[src/rtl/ft_cmd_pkg.sv]
// Shared constants, header field layout and FSM encoding for the FT600
// command-frame engine.
package ft_cmd_pkg;

    localparam logic [7:0] SYNC_DEF      = 8'hA5;
    localparam logic [7:0] RESP_SYNC_DEF = 8'h5A;

    localparam logic [3:0] OP_WRLED  = 4'h1;
    localparam logic [3:0] OP_ECHO   = 4'h2;
    localparam logic [3:0] OP_STATUS = 4'h3;

    localparam int HDR_SYNC_LSB = 8;
    localparam int HDR_OP_LSB   = 4;
    localparam int HDR_LEN_LSB  = 0;

    typedef enum logic [2:0] {
        S_IDLE,
        S_HDR_WAIT,
        S_DECODE,
        S_PAY_POP,
        S_PAY_WAIT,
        S_PUSH,
        S_DONE
    } state_e;

    function automatic logic [15:0] resp_hdr(input logic [7:0] sync,
                                             input logic [3:0] op,
                                             input logic [3:0] len);
        return {sync, op, len};
    endfunction

endpackage

[src/rtl/ft_cmd_engine_if.sv]
// RX/TX FIFO handshake between the command engine (master) and the FT600
// bridge user-side FIFOs (slave).
interface ft_cmd_engine_if;

    logic        rx_en;
    logic [15:0] rx_out;
    logic        rx_empty;
    logic        tx_en;
    logic [15:0] tx_in;
    logic        tx_full;

    modport master (
        output rx_en,
        input  rx_out,
        input  rx_empty,
        output tx_en,
        output tx_in,
        input  tx_full
    );

    modport slave (
        input  rx_en,
        output rx_out,
        output rx_empty,
        input  tx_en,
        input  tx_in,
        output tx_full
    );

endinterface

[src/rtl/ft_cmd_hdr_decode.sv]
// Combinational split of a command header word into sync check, opcode,
// length and opcode-valid flag.
module ft_cmd_hdr_decode
    import ft_cmd_pkg::*;
#(
    parameter logic [7:0] SYNC = SYNC_DEF
) (
    input  logic [15:0] hdr_i,
    output logic        sync_ok_o,
    output logic [3:0]  op_o,
    output logic [3:0]  len_o,
    output logic        op_valid_o
);

    assign sync_ok_o  = (hdr_i[HDR_SYNC_LSB +: 8] == SYNC);
    assign op_o       = hdr_i[HDR_OP_LSB +: 4];
    assign len_o      = hdr_i[HDR_LEN_LSB +: 4];
    assign op_valid_o = (op_o == OP_WRLED) || (op_o == OP_ECHO) || (op_o == OP_STATUS);

endmodule

[src/rtl/ft_cmd_engine.sv]
// Command-frame engine: pops framed commands from the bridge RX FIFO, executes
// LED write / echo / status, and pushes responses into the bridge TX FIFO.
//
// state      | meaning
// -----------+-------------------------------------------------------------
// IDLE       | waiting for a header word; rx_en while RX not empty
// HDR_WAIT   | popped header on rx_out; sync check, latch opcode/len
// DECODE     | load payload counter, pick action, stage response header
// PAY_POP    | waiting for a payload word; rx_en while RX not empty
// PAY_WAIT   | popped payload on rx_out; consume it, decrement counter
// PUSH       | tx_en while TX not full; holds tx_in while full
// DONE       | frame_done pulse
module ft_cmd_engine
    import ft_cmd_pkg::*;
#(
    parameter logic [7:0] SYNC      = SYNC_DEF,
    parameter logic [7:0] RESP_SYNC = RESP_SYNC_DEF,
    parameter int         ERR_W     = 8
) (
    input  logic              clk,
    input  logic              rst,
    ft_cmd_engine_if.master   bus,
    output logic [7:0]        led,
    output logic [ERR_W-1:0]  err_cnt,
    output logic              frame_done
);

    state_e            state_q;
    logic [3:0]        op_q;
    logic [3:0]        len_q;
    logic [3:0]        cnt_q;
    logic              op_ok_q;
    logic              first_q;
    logic              stat_pend_q;
    logic              frame_done_q;
    logic [15:0]       tx_data_q;
    logic [15:0]       stat_word_q;
    logic [7:0]        led_q;
    logic [ERR_W-1:0]  err_cnt_q;

    logic [3:0]        cnt_d;
    logic [ERR_W-1:0]  err_cnt_d;

    logic              hdr_sync_ok;
    logic [3:0]        hdr_op;
    logic [3:0]        hdr_len;
    logic              hdr_op_valid;
    logic              pop;
    logic              push;

    ft_cmd_hdr_decode #(.SYNC(SYNC)) u_hdr_decode (
        .hdr_i      (bus.rx_out),
        .sync_ok_o  (hdr_sync_ok),
        .op_o       (hdr_op),
        .len_o      (hdr_len),
        .op_valid_o (hdr_op_valid)
    );

    // Strobes are qualified by the live FIFO flags so a pop or push can never
    // be issued against an empty/full FIFO, and both stay low during reset.
    assign pop  = rst && !bus.rx_empty && ((state_q == S_IDLE) || (state_q == S_PAY_POP));
    assign push = (state_q == S_PUSH) && !bus.tx_full;

    assign bus.rx_en = pop;
    assign bus.tx_en = push;
    assign bus.tx_in = tx_data_q;
    assign led        = led_q;
    assign err_cnt    = err_cnt_q;
    assign frame_done = frame_done_q;

    assign cnt_d     = cnt_q - 4'd1;
    assign err_cnt_d = (err_cnt_q == {ERR_W{1'b1}}) ? err_cnt_q : err_cnt_q + ERR_W'(1);

    always_ff @(posedge clk or negedge rst) begin
        if (!rst) begin
            state_q      <= S_IDLE;
            op_q         <= 4'd0;
            len_q        <= 4'd0;
            cnt_q        <= 4'd0;
            op_ok_q      <= 1'b0;
            first_q      <= 1'b0;
            stat_pend_q  <= 1'b0;
            frame_done_q <= 1'b0;
            tx_data_q    <= 16'd0;
            stat_word_q  <= 16'd0;
            led_q        <= 8'd0;
            err_cnt_q    <= '0;
        end else begin
            frame_done_q <= 1'b0;
            case (state_q)
                S_IDLE: begin
                    if (pop) state_q <= S_HDR_WAIT;
                end
                S_HDR_WAIT: begin
                    op_q    <= hdr_op;
                    len_q   <= hdr_len;
                    op_ok_q <= hdr_op_valid;
                    if (!hdr_sync_ok) begin
                        err_cnt_q    <= err_cnt_d;
                        frame_done_q <= 1'b1;
                        state_q      <= S_DONE;
                    end else begin
                        state_q <= S_DECODE;
                    end
                end
                S_DECODE: begin
                    cnt_q   <= len_q;
                    first_q <= 1'b1;
                    if (op_q == OP_ECHO) begin
                        tx_data_q <= resp_hdr(RESP_SYNC, OP_ECHO, len_q);
                        state_q   <= S_PUSH;
                    end else if (op_q == OP_STATUS) begin
                        // Snapshot taken before this frame's own error bump.
                        tx_data_q   <= resp_hdr(RESP_SYNC, OP_STATUS, 4'h1);
                        stat_word_q <= {err_cnt_q, led_q};
                        stat_pend_q <= 1'b1;
                        if (len_q != 4'd0) err_cnt_q <= err_cnt_d;
                        state_q <= S_PUSH;
                    end else begin
                        if (!op_ok_q) err_cnt_q <= err_cnt_d;
                        if (len_q == 4'd0) begin
                            frame_done_q <= 1'b1;
                            state_q      <= S_DONE;
                        end else begin
                            state_q <= S_PAY_POP;
                        end
                    end
                end
                S_PAY_POP: begin
                    if (pop) state_q <= S_PAY_WAIT;
                end
                S_PAY_WAIT: begin
                    cnt_q   <= cnt_d;
                    first_q <= 1'b0;
                    if (op_q == OP_ECHO) begin
                        tx_data_q <= bus.rx_out;
                        state_q   <= S_PUSH;
                    end else begin
                        if ((op_q == OP_WRLED) && first_q) led_q <= bus.rx_out[7:0];
                        if (cnt_d == 4'd0) begin
                            frame_done_q <= 1'b1;
                            state_q      <= S_DONE;
                        end else begin
                            state_q <= S_PAY_POP;
                        end
                    end
                end
                S_PUSH: begin
                    if (push) begin
                        if (stat_pend_q) begin
                            tx_data_q   <= stat_word_q;
                            stat_pend_q <= 1'b0;
                        end else if (cnt_q == 4'd0) begin
                            frame_done_q <= 1'b1;
                            state_q      <= S_DONE;
                        end else begin
                            state_q <= S_PAY_POP;
                        end
                    end
                end
                S_DONE: begin
                    state_q <= S_IDLE;
                end
                default: begin
                    state_q <= S_IDLE;
                end
            endcase
        end
    end

endmodule

[src/flat_wrapper.sv]
// flat-port wrapper written by rule: the top's interface ports become plain ports
module ft_cmd_engine_flat import ft_cmd_pkg::*;
#(
    parameter logic [7:0] SYNC      = SYNC_DEF,
    parameter logic [7:0] RESP_SYNC = RESP_SYNC_DEF,
    parameter int         ERR_W     = 8
)
  (clk, rst, led, err_cnt, frame_done, bus_rx_en, bus_rx_out, bus_rx_empty, bus_tx_en, bus_tx_in, bus_tx_full);
  ft_cmd_engine_if bus_i ();
  input  logic clk;
  input  logic rst;
  output logic [7:0] led;
  output logic [ERR_W-1:0] err_cnt;
  output logic frame_done;
  output wire logic [$bits(bus_i.rx_en)-1:0] bus_rx_en;
  input wire logic [$bits(bus_i.rx_out)-1:0] bus_rx_out;
  input wire logic [$bits(bus_i.rx_empty)-1:0] bus_rx_empty;
  output wire logic [$bits(bus_i.tx_en)-1:0] bus_tx_en;
  output wire logic [$bits(bus_i.tx_in)-1:0] bus_tx_in;
  input wire logic [$bits(bus_i.tx_full)-1:0] bus_tx_full;
  assign bus_rx_en = bus_i.rx_en;
  assign bus_i.rx_out = bus_rx_out;
  assign bus_i.rx_empty = bus_rx_empty;
  assign bus_tx_en = bus_i.tx_en;
  assign bus_tx_in = bus_i.tx_in;
  assign bus_i.tx_full = bus_tx_full;
  ft_cmd_engine #(.SYNC(SYNC), .RESP_SYNC(RESP_SYNC), .ERR_W(ERR_W)) u_core (.clk(clk), .rst(rst), .bus(bus_i), .led(led), .err_cnt(err_cnt), .frame_done(frame_done));
endmodule
[config.mk]
export PLATFORM = sky130hd
export DESIGN_NAME = ft_cmd_engine_flat
export DESIGN_NICKNAME = d
export VERILOG_FILES = /design/src/rtl/ft_cmd_pkg.sv /design/src/rtl/ft_cmd_engine_if.sv /design/src/rtl/ft_cmd_hdr_decode.sv /design/src/rtl/ft_cmd_engine.sv /design/src/flat_wrapper.sv
export SDC_FILE = /design/constraint.sdc
export NUM_CORES = 1
export LEC_CHECK = 0
export ABC_AREA = 0
export CORE_MARGIN = 1
export CORE_UTILIZATION = 50
export CTS_BUF_LIST = sky130_fd_sc_hd__clkbuf_4 sky130_fd_sc_hd__clkbuf_8
export CTS_CLUSTER_SIZE = 16
export DETAILED_ROUTE_END_ITERATION = 12
export DONT_BUFFER_PORTS = 1
export HOLD_SLACK_MARGIN = 0.1
export SLEW_MARGIN = 20
export SYNTH_ARGS = -nofsm -noshare
export SYNTH_HDL_FRONTEND = slang
export SYNTH_HIERARCHICAL = 1
export SYNTH_SLANG_ARGS = --single-unit
export TNS_END_PERCENT = 30
[constraint.sdc]
create_clock -name clk -period 2.68 [get_ports clk]
set_input_delay 0.268 -clock clk [delete_from_list [all_inputs] [get_ports clk]]
set_output_delay 0.268 -clock clk [all_outputs]
set_load 0.05 [all_outputs]
==> metrics.yaml <==
setup_viol: 0
final_cell_mix: "67 x dfrtp_1, 41 x mux2_2, 26 x nor2_1, 14 x o21ai_0"
cts_setup_buffers: 0
cp-endpoint: "bus_tx_en"
nets: 337
grt_pass1_wl_um: 12400
syn_area_um2: 3400
syn-num-nets: 328
fill_cells: 566
yosysTopAreaCell: "dfrtp_1"
chipHeight_um: 84.5
max_stage_delay_ns: 0.56
crit_buf_inv: 1
crit_type: "reg2out"
synth_warnings: 6
cp.required_ns: 2.41
cp-end-kind: "output port"
synth_cell_types: 50
drt-initial-drc-count: 203
async_flop_share: 1.00
final_cells: 394
holdBufCountCts: 11
clock-root-buffer: "clkbuf_8"
critical_path.max_fanout: 10
ctsResizeCount: 0
cts_tree: "yes"
multi_input_area_um2: 1540
grt.total_usage: 0.227
tns_ns: 0
synth_edf_count: 0
grt_pass1_vias: 2341
final_common_cell: "dfrtp_1"
p_leak_nw: 1.62
wl_per_cell_um: 18.6
drc: 3
die_area_um2: 7140
htree_levels: 3
pin_count: 55
cts_sinks: 67
antenna_found_initial: 0
grt_start_max_net_pins: 68
ff_latch_area_um2: 1680
worstSetupPathDepth: 4
cpMaxStageDelayCell: "dfrtp_1"
r2r_slack_ns: 0.60
layout-drive-gt1-share: 0.246
grt_setup_unrepaired: "false"
hp-class: "in2reg"
dp_cells: 368
status: "finished, violations left"
rows: 29
timing.rr.start: "u_core/op_q[0]"
ys_ff_latch: 67
crit_start: "u_core/state_q[2]"
detail-route-antenna-nets: 0
finalCritPeriodShare: 0.802
cts_buffer_depth: 2
ir_drop_mv: 0.659
avgSynthCellArea_um2: 11.2
rr_worst_depth: 4
place_congestion: 0.789
clock_skew_ns: 0.00861
io_buffer_count: 0
tightest_slew_ns: 0.651
area_growth_pct: 9.96
syn_inst: 304
crit_chain: "nor2b_1 > nand2_1 > nor2_1 > buf_4"
first_pass_iters: 8
yosysTopAreaCellShare: 0.492
die_w_um: 84.5
numCtsBuffers: 9
start_util: 0.527
hpwl_um: 4810
ys.flop_type: "dfrtp_1"
core_area_um2: 6460
hold_viol: 0
cts.clk_slew.worst_paths_ns: 0.08
slew_headroom: 0.566
cp_top_family: "simple AND/OR/NAND/NOR gates"
diodes: 0
via_per_inst: 5.88
grt-ovfl-total: 0
yosysSeqAreaShare: 0.492
vias: 2318
violations: "design-rule violations"
worst_r2r_endpoint: "u_core/bus.tx_in[4]"
cap_violations: 0
clock.fmax_mhz: 465
start_kind: "flip-flop"
slew_viol_final: 0
clkLatencyLatePin_ns: 0.34
fin_crit_ns: 2.15
finalPower_mw: 5.12
power_per_cell_area_nw_per_um2: 1370
cp.arrival_ns: 1.88
synthTopCellsByArea: "dfrtp_1 49%, mux2_2 14%, mux2i_1 2.9%"
utilization: 0.580
routed_wl_um: 7310
[through the flow]
step	area (um2)	setup slack (ns)	hold WS, ns
2_1_floorplan	3400	0.759	-0.0276
3_3_place_gp	3430	0.658	-0.0254
3_5_place_dp	3430	0.612	-0.0254
4_1_cts	3740	0.516	0.149
5_1_grt	3740	0.384	0.195
6_report	3740	0.530	0.164
[metal layers]
layer  share of wire  track usage  wire length (um)
met5               0            0                 0
met4          0.0093       0.0555                68
met3           0.060       0.0777               436
met2            0.46        0.343              3390
met1            0.47        0.315              3420
[cells in the mapped netlist, drive strengths merged (2+ instances only)]
cell,count
nor2b,3
nand2b,7
and3,2
a22o,2
dfrtp,67
mux2,43
inv,12
nor3b,4
a31oi,11
nor2,27
nand4bb,2
a21oi,10
buf,21
o21a,2
mux2i,10
o22ai,4
nand4,6
nor3,5
xnor2,4
nand2,12
o21ai,17
a221o,4
ha,4
nand3,10
[final cells by class]
cell class / instances / area share
clock buffer: 9 / 0.0331
inverter: 12 / 0.0120
sequential: 67 / 0.448
multi-input combinational: 203 / 0.411
clock inverter: 6 / 0.0177
tap: 77 / 0.0257
timing repair buffer: 20 / 0.0521
[how the worst min path moves through the flow]
stage,depth (start not counted),slack (ns),from,to
CTS,2,0.15,bus_rx_out[5],u_core/bus.tx_in[5]
finish,2,0.16,bus_rx_out[5],u_core/bus.tx_in[5]
global placement,0,-0.03,rst,u_core/state_q[2]
floorplan,0,-0.03,rst,u_core/bus.tx_in[0]
global route,2,0.20,bus_rx_out[5],u_core/bus.tx_in[5]
detailed placement,0,-0.03,rst,u_core/state_q[2]
[logic make-up (layout without fill, tap and decap cells)]
family	Yosys count	in the layout	synth area share
AOI/OAI and AO/OA	57	57	0.114
xor gates and xnor gates	5	5	0.0129
and+or+nand+nor	84	84	0.137
muxes	53	53	0.174
adders and majority gates	4	4	0.0147
buffers and inverters	34	47	0.0551
DFF	67	67	0.492
[state kept, by name, indices dropped and copies added, names as in the netlist]
signal / cells
u_core/frame_done: 1
u_core/state_q: 3
u_core/stat_pend_q: 1
u_core/op_q: 4
u_core/stat_word_q: 16
u_core/led: 8
u_core/first_q: 1
u_core/bus.tx_in: 16
u_core/len_q: 4
u_core/err_cnt: 8
u_core/cnt_q: 4
u_core/op_ok_q: 1
[power by group]
group	total [mW]	internal, mW	switching (mW)
sequential	2.68	1.44	1.24
clock	0.822	0.427	0.394
combinational	1.62	0.815	0.807
total	5.12	2.68	2.44
Power figures use the tool's default switching activity.
